--- src/rtl/time_keeper_if.sv ---
// Signal bundle between the timekeeping stage and its controller/display side.
// The slave modport is the time_keeper view; master is the driving side.
interface time_keeper_if;
  logic        run;
  logic        inc_sec;
  logic        inc_min;
  logic [11:0] data_show;
  logic [2:0]  byte_status;
  logic        sec_tick;
  logic        min_wrap;

  modport master (
    output run, inc_sec, inc_min,
    input  data_show, byte_status, sec_tick, min_wrap
  );

  modport slave (
    input  run, inc_sec, inc_min,
    output data_show, byte_status, sec_tick, min_wrap
  );
endinterface

--- src/rtl/time_keeper.sv ---
// mm:ss timekeeper: prescales the clock to 1 s ticks, accepts push-button time
// setting and produces the free-running display scan phase.
module time_keeper #(
  parameter int TICK_DIV = 1000,
  parameter int SCAN_DIV = 16
) (
  input  logic         clock,
  input  logic         reset,
  time_keeper_if.slave tk
);

  localparam int PW = $clog2(TICK_DIV);
  localparam int SW = (SCAN_DIV > 1) ? $clog2(SCAN_DIV) : 1;
  localparam logic [PW-1:0] PRESC_MAX = PW'(TICK_DIV - 1);
  localparam logic [SW-1:0] SCAN_MAX  = SW'(SCAN_DIV - 1);
  localparam logic [5:0]    FIELD_MAX = 6'd59;

  // Saturating-safe modulo-60 increment: any out-of-range value returns to 0.
  function automatic logic [5:0] field_inc(input logic [5:0] v);
    logic [5:0] r;
    if (v >= FIELD_MAX) begin
      r = 6'd0;
    end else begin
      r = v + 6'd1;
    end
    return r;
  endfunction

  logic [PW-1:0] presc_q, presc_d;
  logic [SW-1:0] scan_cnt_q, scan_cnt_d;
  logic [2:0]    scan_q, scan_d;
  logic [2:0]    sec_sync_q, min_sync_q;
  logic [5:0]    sec_q, sec_d;
  logic [5:0]    min_q, min_d;
  logic          sec_tick_q, sec_tick_d;
  logic          min_wrap_q, min_wrap_d;

  logic tick_s;
  logic carry_s;
  logic sec_pulse_s;
  logic min_pulse_s;

  // Edge pulses from synchronizer stages: [1] is the second sync flop, [2] the edge flop.
  assign sec_pulse_s = sec_sync_q[1] & ~sec_sync_q[2];
  assign min_pulse_s = min_sync_q[1] & ~min_sync_q[2];
  assign tick_s      = tk.run & (presc_q == PRESC_MAX);
  assign carry_s     = tick_s & (sec_q == FIELD_MAX);

  // Prescaler next state: frozen while not running.
  always_comb begin
    presc_d = presc_q;
    if (tk.run) begin
      if (tick_s) begin
        presc_d = {PW{1'b0}};
      end else begin
        presc_d = presc_q + PW'(1);
      end
    end else begin
      presc_d = presc_q;
    end
  end

  // Time fields: a tick and a button pulse together still advance by one; only ticks carry.
  always_comb begin
    sec_d      = sec_q;
    min_d      = min_q;
    sec_tick_d = tick_s;
    min_wrap_d = carry_s & (min_q == FIELD_MAX);
    if (tick_s | sec_pulse_s) begin
      sec_d = field_inc(sec_q);
    end else begin
      sec_d = sec_q;
    end
    if (carry_s | min_pulse_s) begin
      min_d = field_inc(min_q);
    end else begin
      min_d = min_q;
    end
  end

  // Scan divider and phase, independent of run and buttons.
  always_comb begin
    scan_cnt_d = scan_cnt_q;
    scan_d     = scan_q;
    if (scan_cnt_q == SCAN_MAX) begin
      scan_cnt_d = {SW{1'b0}};
      scan_d     = scan_q + 3'd1;
    end else begin
      scan_cnt_d = scan_cnt_q + SW'(1);
      scan_d     = scan_q;
    end
  end

  // State registers, all cleared asynchronously.
  always_ff @(posedge clock or negedge reset) begin
    if (!reset) begin
      presc_q    <= {PW{1'b0}};
      scan_cnt_q <= {SW{1'b0}};
      scan_q     <= 3'd0;
      sec_sync_q <= 3'd0;
      min_sync_q <= 3'd0;
      sec_q      <= 6'd0;
      min_q      <= 6'd0;
      sec_tick_q <= 1'b0;
      min_wrap_q <= 1'b0;
    end else begin
      presc_q    <= presc_d;
      scan_cnt_q <= scan_cnt_d;
      scan_q     <= scan_d;
      sec_sync_q <= {sec_sync_q[1:0], tk.inc_sec};
      min_sync_q <= {min_sync_q[1:0], tk.inc_min};
      sec_q      <= sec_d;
      min_q      <= min_d;
      sec_tick_q <= sec_tick_d;
      min_wrap_q <= min_wrap_d;
    end
  end

  assign tk.data_show   = {min_q, sec_q};
  assign tk.byte_status = scan_q;
  assign tk.sec_tick    = sec_tick_q;
  assign tk.min_wrap    = min_wrap_q;

endmodule

--- src/flat_wrapper.sv ---
// flat-port wrapper written by rule: the top's interface ports become plain ports
module time_keeper_flat 
#(
  parameter int TICK_DIV = 1000,
  parameter int SCAN_DIV = 16
)
  (clock, reset, tk_run, tk_inc_sec, tk_inc_min, tk_data_show, tk_byte_status, tk_sec_tick, tk_min_wrap);
  time_keeper_if tk_i ();
  input  logic clock;
  input  logic reset;
  input wire logic [$bits(tk_i.run)-1:0] tk_run;
  input wire logic [$bits(tk_i.inc_sec)-1:0] tk_inc_sec;
  input wire logic [$bits(tk_i.inc_min)-1:0] tk_inc_min;
  output wire logic [$bits(tk_i.data_show)-1:0] tk_data_show;
  output wire logic [$bits(tk_i.byte_status)-1:0] tk_byte_status;
  output wire logic [$bits(tk_i.sec_tick)-1:0] tk_sec_tick;
  output wire logic [$bits(tk_i.min_wrap)-1:0] tk_min_wrap;
  assign tk_i.run = tk_run;
  assign tk_i.inc_sec = tk_inc_sec;
  assign tk_i.inc_min = tk_inc_min;
  assign tk_data_show = tk_i.data_show;
  assign tk_byte_status = tk_i.byte_status;
  assign tk_sec_tick = tk_i.sec_tick;
  assign tk_min_wrap = tk_i.min_wrap;
  time_keeper #(.TICK_DIV(TICK_DIV), .SCAN_DIV(SCAN_DIV)) u_core (.clock(clock), .reset(reset), .tk(tk_i));
endmodule
--- config.mk ---
export PLATFORM = sky130hd
export DESIGN_NAME = time_keeper_flat
export DESIGN_NICKNAME = d
export VERILOG_FILES = /design/src/rtl/time_keeper_if.sv /design/src/rtl/time_keeper.sv /design/src/flat_wrapper.sv
export SDC_FILE = /design/constraint.sdc
export NUM_CORES = 1
export LEC_CHECK = 0
export ABC_AREA = 1
export BUFFER_PORTS_ARGS = -buffer_cell sky130_fd_sc_hd__buf_2
export CAP_MARGIN = 25
export CORE_MARGIN = 2
export CORE_UTILIZATION = 45
export DETAILED_ROUTE_END_ITERATION = 7
export GPL_TIMING_DRIVEN = 0
export PLACE_DENSITY_LB_ADDON = 0.05
export SLEW_MARGIN = 10
export SYNTH_ARGS = -nofsm -noshare
export SYNTH_HDL_FRONTEND = slang
export SYNTH_SLANG_ARGS = --single-unit
--- constraint.sdc ---
create_clock -name clock -period 1.5 [get_ports clock]
set_input_delay 0.15 -clock clock [delete_from_list [all_inputs] [get_ports clock]]
set_output_delay 0.15 -clock clock [all_outputs]
set_load 0.01 [all_outputs]
# After elaboration in Yosys (flattened, before gate mapping)

Cells that the tools add are included.

Add/sub/neg operators: 5
$lt $le $gt $ge: 2
Eq/ne operators: 4
Mux-type cells: 4
Bitwise gates (word level): 9

Operator list:

| cell                  | count |
|---|---|
| $add 6x1->6 const B   | 2 |
| $eq 6x6->1 const B    | 2 |
| $ge 6x6->1 const B    | 2 |
| $mux 6                | 2 |
| $add 10x1->10 const B | 1 |
| $eq 10x10->1 const B  | 1 |
| $mux 10               | 1 |
| $and 1x1->1           | 5 |
| $add 4x1->4 const B   | 1 |
| $eq 4x4->1 const B    | 1 |
| $mux 4                | 1 |
| $add 3x1->3 const B   | 1 |
| $not 1->1             | 2 |
| $or 1x1->1            | 2 |

Bits in registers: 37
Bits of input ports: 5
Output and inout port bits: 17
Word-level logic and storage cells: 33

# Logic depth before layout (Yosys ltp)

Gate-level depths: netlist of run 1.

Depth after elaboration: 4
Depth in mapped cells: 9
Gate-level depth less buffers: 8

# Worst setup path after synthesis of run 1

Ideal clock, no wire load.

Path kind: register -> register
Start: register u_core.sec_q[0]
End: register u_core.min_q[2]
Setup time: 0.065 ns
Arrival: 1.254 ns
Required time: 1.435 ns
Setup slack: 0.180 ns
Cell stages (with the launch flop): 8
Buffers on the path: 0
Clock period less this slack: 1.320 ns
Cells stage by stage: dfrtp_1 -> ha_1 -> nand2_1 -> nor2_1 -> nand3_4 -> nand2_4 -> nand2_1 -> nand2_1

Cells in the longest elaborated chain, start to end: 3

Ends and longest elaborated chain:

| element                | RTL line           | RTL |
|---|---|---|
| start, declared        | time_keeper.sv:33  | `logic [5:0] sec_q, sec_d;` |
| start signal, assigned | time_keeper.sv:102 | `sec_q <= 6'd0;` |
| start signal, assigned | time_keeper.sv:112 | `sec_q <= sec_d;` |
| $eq 6x6->1             | time_keeper.sv:47  | `assign carry_s = tick_s & (sec_q == FIELD_MAX);` |
| $and 1x1->1            | time_keeper.sv:47  |  |
| $or 1x1->1             | time_keeper.sv:74  | `if (carry_s \| min_pulse_s) begin` |
| end signal, assigned   | time_keeper.sv:113 | `min_q <= min_d;` |
| end, declared          | time_keeper.sv:34  | `logic [5:0] min_q, min_d;` |

No other way between the ends.
A chain may end at the register's enable or synchronous reset.

# Worst setup path in the final report of run 1

Start: register u_core.presc_q[3]
End: register u_core.sec_q[2]

Cells in the longest elaborated chain, start to end: 3

Ends and longest elaborated chain:

| element                | RTL line           | RTL |
|---|---|---|
| start, declared        | time_keeper.sv:29  | `logic [PW-1:0] presc_q, presc_d;` |
| start signal, assigned | time_keeper.sv:97  | `presc_q <= {PW{1'b0}};` |
| start signal, assigned | time_keeper.sv:107 | `presc_q <= presc_d;` |
| $eq 10x10->1           | time_keeper.sv:46  | `assign tick_s = tk.run & (presc_q == PRESC_MAX);` |
| $and 1x1->1            | time_keeper.sv:46  |  |
| $or 1x1->1             | time_keeper.sv:69  | `if (tick_s \| sec_pulse_s) begin` |

No other way between the ends.

==> results.cfg, run 1 <==
[setup_path]
slowest_delay_ps = 360
arrival_ps = 1550
cp_top_family = simple AND/OR/NAND/NOR gates
crit_chain = buf_2, nor2_2, nand2_1, nor2_4, nand2_2, buf_6, nand3_1, nand2_1
critPathCapture = u_core.sec_q[2]
path_class = flip-flop to flip-flop
ff2ff_path_depth = 8
r2r-start = u_core.presc_q[3]
worst_r2r_endpoint = u_core.sec_q[2]
crit_buf_inv = 2
required_ps = 1680
r2r_setup_slack_ps = 120
crit_path_end_kind = flip-flop
cp.depth = 8
slowest_stage = dfrtp_1
cp-start-kind = flip-flop
crit_start = u_core.presc_q[3]
cp_max_fo = 10
cp_common_cell = nand2_1

[synthesis]
synth_compound_area_share_pct = 3.41
syn_avg_cell_area_um2 = 8.15
yosys.area_share.simple_pct = 34.4
ys_warn_count = 0
synth_flop_cell = dfrtp_1
ys_seq_area_share_pct = 48.6
async_flop_share_pct = 100
syn_inst = 234
syn-num-nets = 244
synth_area_um2 = 1910
synth_top_area_cell = dfrtp_1
netlist_top_cells_count = nand2_1, dfrtp_1, nand3_1
yosys-top-cells-area = dfrtp_1, nand2_1, nand3_1
synth-seq-cells = 37
synth-edff-count = 0
synth_most_common_cell = nand2_1
synth_fa_ha_area_share_pct = 3.28
synth_top_area_share_pct = 48.6
synth_cell_types = 28
synthMuxAreaShare_pct = 0.591
synth_top_family_by_area = simple AND/OR/NAND/NOR gates
synth-xor-area-share_pct = 3.22

[timing]
slew_headroom_pct = 45.9
finalCritPeriodShare_pct = 92.0
hold_viol_final = 0
setup_viol = 0
grt_setup_unrepaired = no
fin_ws_ps = 121
min_period_ps = 1380
final_max_slew_viol_count = 0
fin_skew_ps = 9.09
fin_tns_setup_ps = 0
fmax_ghz = 0.725
worst_pin_slew_ps = 812

[clocking]
cts_buffer_depth = 2
numCtsBuffers = 5
post_cts_buffers = 0
cts_tree = built
clkSinkCount = 37
h-tree-depth = 2
clkTransAtPathRegs_ps = 80
cts-root-buf = clkbuf_8
clock_latency_ps = 290

[placed_design]
place.detailed.hpwl_um = 2460
io_buffers = 20
place_ws_ps = 63.2
gp_congestion = 0.897

[cells_and_area]
drive_above_1_share_pct = 19.6
syn_to_final_growth_pct = 16.7
nets = 274
diodes = 0

[pwr]
p_comb_share_pct = 28.4
swShare_pct = 34.6
seq_power_share_pct = 43.2
clockPowerShare_pct = 28.3
ir_worst_vdd_mv = 0.676
switching_power_mw = 1.10
p_int_mw = 2.08
power_density_nw_per_um2 = 1430
power.static_leakage_nw = 1.15
power_mw = 3.19

[drt]
ant_nets = 0
drt-total-wl_um = 3540
first_iter_violations = 78
vias = 1500
drc_errors = 0
vias_per_cell = 4.76
dr.pass1.iters = 4
wire_per_inst_um = 11.3

[floorplan]
start_util_pct = 47.3
placementRows = 23
core_area_um2 = 4030
die_x_um = 69.1
io-pin-count = 22
dieHeight_um = 69.1
die-area_um2 = 4770

[outcome]
status = finished, final reports clean

[global_routing]
grt_first_pass_wirelength_um = 6010
grt_max_degree = 38
grt-ovfl-total = 0
grt_pass1_vias = 1345
antenna_found_initial = 0
gr-usage-all-layers_pct = 15.5

[job]
max-cap-violations = 0

[hold_path]
hold_class = input pin to flip-flop
## power by group through the flow
stage | clock network, mW | logic, mW | registers (mW)
2_1_floorplan | 0 | 0.635 | 1.40
3_3_place_gp | 0 | 0.884 | 1.40
3_5_place_dp | 0 | 0.893 | 1.40
4_1_cts | 0.929 | 0.902 | 1.38
5_1_grt | 0.973 | 1.04 | 1.41
6_report | 0.903 | 0.906 | 1.38
## routing by layer
layer	wire length [um]	GRT usage, %	up-vias
li1	-	-	799
met1	1770	21.0	674
met2	1630	24.3	20
met3	88	3.51	7
met4	60	5.88	0
met5	0	0	-
## stage by stage
stage	util [%]	hold slack, ps	instances	instance area (um2)
3_3_place_gp	51.4	257	304	2070
3_5_place_dp	51.4	260	304	2070
4_1_cts	55.1	134	315	2220
2_1_floorplan	-	-146	234	1910
6_report	55.2	142	315	2230
5_1_grt	55.2	160	315	2230
## state kept, by name (all words and copies together), names as in the netlist
| name | count |
|---|---|
| u_core.tk.min_wrap | 1 |
| u_core.min_sync_q | 3 |
| u_core.sec_q | 6 |
| u_core.presc_q | 10 |
| u_core.tk.sec_tick | 1 |
| u_core.tk.byte_status | 3 |
| u_core.sec_sync_q | 3 |
| u_core.min_q | 6 |
| u_core.scan_cnt_q | 4 |
## worst register-to-register path: cells and delay by family (launching register included)
family	cells	cell delay [ps]
DFF	1	360
and+or+nand+nor	6	560
buffers and inverters	2	330
## cell usage in the layout (no fill, tap or decap), drive strengths merged, types with 4 or more instances in the layout
cell    instances
dfrtp          37
ha              5
clkbuf          6
nand2          70
inv            24
nor2           31
nand3          31
nor3            5
xor2            4
o21ai           5
a21oi           5
buf            25
## kinds of logic after synthesis
kind of cell / after synthesis
AOI/OAI and AO/OA: 12
and+or+nand+nor: 143
muxes: 1
DFF: 37
buffers and inverters: 29
adders and majority gates: 5
xor gates and xnor gates: 7
## area by class of cell
| cell class | count | area [um2] |
|---|---|---|
| buffer | 5 | 33.8 |
| multi-input combinational | 168 | 862 |
| sequential | 37 | 927 |
| tap | 50 | 62.6 |
| clock buffer | 6 | 82.6 |
| clock inverter | 2 | 37.5 |
| fill | 385 | 1800 |
| inverter | 24 | 90.1 |
| timing repair buffer | 23 | 130 |
## worst min-delay path by stage
stage | from | end | slack (ps) | cells past startpoint
after floorplan | reset | u_core.min_q[0] | -150 | 0
after global placement | tk_inc_min | u_core.min_sync_q[0] | 260 | 1
after detailed placement | tk_inc_sec | u_core.sec_sync_q[0] | 260 | 1
after CTS | tk_run | u_core.presc_q[0] | 130 | 2
after global routing | tk_run | u_core.presc_q[0] | 160 | 2
final | tk_run | u_core.presc_q[0] | 140 | 2
## repair_timing
action | 4_1_cts | 5_1_grt
endpoints found under the setup margin | 0 | 8
resized for setup | 0 | 3
hold buffers | 3 | 0
endpoints found under the hold margin | 39 | 0
Note: power is estimated with default switching activity, not from simulation.
==> run 2: changes to the inputs <==
ABC_AREA = not set   (was 1)
clock period = 1.2 ns   (was 1.5 ns; I/O delays follow)
==> results.cfg, run 2 <==
[drt]
dr.pass1.iters = 5
drc_errors = 0
drt-total-wl_um = 3850
ant_nets = 0
wire_per_inst_um = 15.0
vias = 1448
vias_per_cell = 5.63
first_iter_violations = 150

[cells_and_area]
top_register = u_core.presc_q
nets = 218
reg_top3 = u_core.presc_q (10), u_core.min_q (6), u_core.sec_q (6)
layout_commonest_cell = dfrtp_1
diodes = 0
syn_to_final_growth_pct = 37.7
drive_above_1_share_pct = 39.7
layout_common_cells = dfrtp_1, buf_2, nand2_1, buf_4, nand3_1
largest_reg_flops = 10
fin_area_um2 = 2400

[clocking]
clkTransAtPathRegs_ps = 80
cts_buffer_depth = 2
cts_tree = built
clock_latency_ps = 300
numCtsBuffers = 5
clkSinkCount = 37
h-tree-depth = 2
cts-root-buf = clkbuf_8

[global_routing]
antenna_found_initial = 0
gr-usage-all-layers_pct = 19.1
grt_max_degree = 38
grt_first_pass_wirelength_um = 6250
grt-busiest-layer = met2
grt-ovfl-total = 0
met2_usage_pct = 31.0
use_met1_pct = 23.5
grt_pass1_vias = 1401
grt_use_met3_pct = 5.62

[pwr]
swShare_pct = 32.8
ir_worst_vdd_mv = 1.17
power.static_leakage_nw = 1.04
p_comb_share_pct = 34.3
power_density_nw_per_um2 = 1980
clockPowerShare_pct = 27.2
p_int_mw = 3.18
seq_power_share_pct = 38.5
switching_power_mw = 1.56

[timing]
worst_pin_slew_ps = 804
fin_skew_ps = 12.6
slew_headroom_pct = 46.4
fmax_ghz = 0.639
setup_viol = 23
fin_ws_ps = -365
hold_viol_final = 0
finalCritPeriodShare_pct = 130
min_period_ps = 1560
final_max_slew_viol_count = 0
fin_tns_setup_ps = -5910
grt_setup_unrepaired = yes
whs_ps = 240

[placed_design]
place_ws_ps = -537
place.detailed.hpwl_um = 2260
gp_congestion = 0.777
place_area_um2 = 1940
io_buffers = 20

[synthesis]
synth_top_area_cell = dfrtp_1
syn_avg_cell_area_um2 = 11.0
synthMuxAreaShare_pct = 1.29
netlist_top_cells_count = dfrtp_1, nand2_1, o21ai_0
async_flop_share_pct = 100
synth-xor-area-share_pct = 3.52
synth_most_common_cell = dfrtp_1
synth_top_family_by_area = simple AND/OR/NAND/NOR gates
synth_area_um2 = 1740
yosys-top-cells-area = dfrtp_1, o21ai_0, ha_1
synth-seq-cells = 37
synth_compound_area_share_pct = 16.2
syn_inst = 158
synth-edff-count = 0
yosys.area_share.simple_pct = 19.8
synth_top_area_share_pct = 53.2
synth_fa_ha_area_share_pct = 4.17
synth_flop_cell = dfrtp_1
syn-num-nets = 168
ys_warn_count = 0
synth_cell_types = 45
ys_seq_area_share_pct = 53.2

[floorplan]
dieHeight_um = 66.2
core_area_um2 = 3690
placementRows = 22
start_util_pct = 47.2
die-area_um2 = 4380
die_x_um = 66.2
io-pin-count = 22

[setup_path]
arrival_ps = 1750
cp-start-kind = flip-flop
required_ps = 1380
path_class = flip-flop to flip-flop
crit_path_end_kind = flip-flop
cp_max_fo = 4

[outcome]
status = finished, violations left
violations = negative setup slack

[hold_path]
hold_class = input pin to flip-flop

[job]
max-cap-violations = 0
[run 2: critical path: stages, from the launching register on]
cell	delay (ps)
dfrtp_1	400
ha_4	180
and4bb_4	280
nand4_1	230
buf_4	230
nand3_2	60
o211ai_1	80
[run 2: timing repair]
item,4_1_cts,5_1_grt
hold endpoints to repair,39,0
hold buffers,3,0
endpoints found under the setup margin,23,24
buffers inserted,11,8
pin swaps,8,13
cloned,0,1
resized for setup,16,15
[run 2: cell type report]
cell class                      instances  area (um2)
Clock inverter                          3        65.1
Multi-Input combinational cell        115         937
Clock buffer                            5        68.8
Sequential cell                        37         930
Tap cell                               48        60.1
Inverter                                3        11.3
Buffer                                  4        25.0
Timing Repair Buffer                   42         300
Fill cell                             288        1290
[run 2: final timing paths]
check | from | to | slack [ps] | cells past startpoint
hold / removal | tk_run | u_core.presc_q[2] | 240 | 3
hold reg to reg | u_core.min_sync_q[0] | u_core.min_sync_q[1] | 340 | 0
min in group asynchronous | reset | u_core.min_q[0] | 440 | 2
setup / recovery | u_core.presc_q[1] | u_core.min_q[2] | -360 | 6
setup reg to reg | u_core.presc_q[1] | u_core.min_q[2] | -360 | 6
max in group asynchronous | reset | u_core.presc_q[3] | 200 | 2
[run 2: power groups by stage]
stage / Sequential [mW] / Combinational [mW] / Clock (mW)
2_1_floorplan: 1.84 / 0.706 / 0
3_3_place_gp: 1.81 / 1.04 / 0
3_5_place_dp: 1.83 / 1.08 / 0
4_1_cts: 1.80 / 1.33 / 1.32
5_1_grt: 1.86 / 1.81 / 1.37
6_report: 1.83 / 1.62 / 1.29
[run 2: metal layers]
layer	share of wire (%)	vias to the layer above
met5	0	-
met4	1.9	0
met3	4.7	8
met2	48	43
met1	46	701
li1	-	696
[run 2: per-stage QoR]
step,util (%),total power [mW],instances
global placement,52.5,2.85,226
global route,65.0,5.04,257
finish,65.0,4.74,257
detailed placement,52.5,2.91,226
floorplan,-,2.54,158
CTS,61.1,4.45,248
[run 2: cell families after synthesis]
| family | count (synthesis) |
|---|---|
| flip-flops | 37 |
| buffers and inverters | 7 |
| AO/OA/AOI/OAI | 40 |
| XOR/XNOR | 7 |
| adder cells (fa/ha/maj) | 6 |
| AND/OR/NAND/NOR | 59 |
| multiplexers | 2 |
==> run 3: changes to the inputs <==
BUFFER_PORTS_ARGS = not set   (was -buffer_cell sky130_fd_sc_hd__buf_2)
DONT_BUFFER_PORTS = 1   (was not set)
PLACE_DENSITY = 0.62   (was not set)
PLACE_DENSITY_LB_ADDON = not set   (was 0.05)
==> results.cfg, run 3 (synthesis results as in run 2) <==
[outcome]
status = finished, violations left
violations = negative setup slack

[clocking]
clkSinkCount = 37
numCtsBuffers = 5
clkTransAtPathRegs_ps = 70
h-tree-depth = 2
cts_tree = built
cts_buffer_depth = 2
clock_latency_ps = 290
cts-root-buf = clkbuf_8

[drt]
dr.pass1.iters = 4
wire_per_inst_um = 15.5
vias = 1372
ant_nets = 0
first_iter_violations = 106
vias_per_cell = 5.67
drc_errors = 0
drt-total-wl_um = 3760

[floorplan]
core_area_um2 = 3690
io-pin-count = 22
die_x_um = 66.2
dieHeight_um = 66.2
start_util_pct = 47.2
placementRows = 22
die-area_um2 = 4380

[cells_and_area]
fin_area_um2 = 2300
nets = 203
fin_util_pct = 62.3
largest_reg_flops = 10
diodes = 0
multi_input_area_um2 = 928
fill_cells = 316
syn_to_final_growth_pct = 32.1
reg_top3 = u_core.presc_q (10), u_core.min_q (6), u_core.sec_q (6)
drive_above_1_share_pct = 35.6
layout_common_cells = dfrtp_1, buf_4, nand2_1, nand3_1, buf_6
seqCellArea_um2 = 932
top_register = u_core.presc_q
layout_commonest_cell = dfrtp_1

[placed_design]
place_area_um2 = 1840
gp_congestion = 0.757
io_buffers = 0
place.detailed.hpwl_um = 2210

[timing]
fin_skew_ps = 7.15
setup_viol = 23
min_period_ps = 1550
hold_viol_final = 0
grt_setup_unrepaired = yes
slew_headroom_pct = 69.8
finalCritPeriodShare_pct = 129
fmax_ghz = 0.646
worst_pin_slew_ps = 451
final_max_slew_viol_count = 0
fin_ws_ps = -349

[global_routing]
grt_max_degree = 38
grt-ovfl-total = 0
grt_first_pass_wirelength_um = 5860
grt_pass1_vias = 1293
gr-usage-all-layers_pct = 18.1
antenna_found_initial = 0

[setup_path]
slowest_stage = dfrtp_1
crit_path_end_kind = flip-flop
cp.depth = 6
cp-start-kind = flip-flop
crit_chain = ha_4, and4bb_4, buf_6, a41oi_4, nor3_1, o22a_1
crit_buf_inv = 1
slowest_delay_ps = 420
cp_max_fo = 5
path_class = flip-flop to flip-flop
required_ps = 1370
arrival_ps = 1720
cp_top_family = flip-flops
r2r-start = u_core.presc_q[1]
ff2ff_path_depth = 6
crit_start = u_core.presc_q[1]

[pwr]
power_density_nw_per_um2 = 1810
clockPowerShare_pct = 21.0
switching_power_mw = 1.44
seq_power_share_pct = 46.7
p_int_mw = 2.71
power.static_leakage_nw = 0.959
ir_worst_vdd_mv = 1.07
swShare_pct = 34.7
p_comb_share_pct = 32.3
power_mw = 4.16

[hold_path]
hold_class = input pin to flip-flop
holdCritStartpoint = tk_run
min_delay_path_depth = 3

[job]
max-cap-violations = 0
run 3: per-stage QoR:
stage	setup slack, ps	setup TNS, ps	instances	hold WS, ps
detailed placement	-502	-7770	206	-175
global placement	-471	-7010	206	-175
floorplan	-278	-3690	158	-176
CTS	-333	-5330	232	172
finish	-349	-5350	242	212
global route	-419	-7180	242	213
run 3: tightest hold or removal path, stage by stage:
cell     delay (ps)
buf_2           180
nand2_1          90
o22ai_1          70
run 3: timing repair:
item	CTS	global route
gates resized for setup	23	16
pin swaps	12	9
buffers inserted	14	9
setup endpoints to repair	23	24
cloned	0	1
hold buffers	4	0
endpoints found under the hold margin	39	0
run 3: area by class of cell:
class                           count  share of cell area (%)
Sequential cell                    37                    40.6
Multi-Input combinational cell    115                    40.4
Timing Repair Buffer               27                    10.7
Clock buffer                        8                    3.92
Tap cell                           48                    2.61
Buffer                              4                    1.36
Inverter                            3                   0.490
run 3: power by group through the flow:
stage	logic [mW]	registers [mW]	clock network [mW]
final	1.34	1.94	0.873
after floorplan	0.706	1.84	0
after global routing	1.49	1.98	0.961
after CTS	1.08	1.90	0.891
after detailed placement	0.822	1.92	0
after global placement	0.790	1.91	0
run 3: final timing paths:
kind | endpoint | slack, ps
max in group asynchronous | u_core.sec_q[3] | 690
min in group asynchronous | u_core.presc_q[9] | 310
max reg2reg | u_core.sec_q[5] | -350
min reg2reg | u_core.min_sync_q[1] | 350
min | u_core.presc_q[1] | 210
max | u_core.sec_q[5] | -350
run 3: metal layers:
layer	share of wire, %	vias up	track usage (%)	wire length, um
met3	4.8	6	6.47	180
met2	49	30	26.9	1850
li1	-	668	-	-
met1	44	668	23.5	1660
met5	0	-	0	0
met4	1.9	0	8.42	72
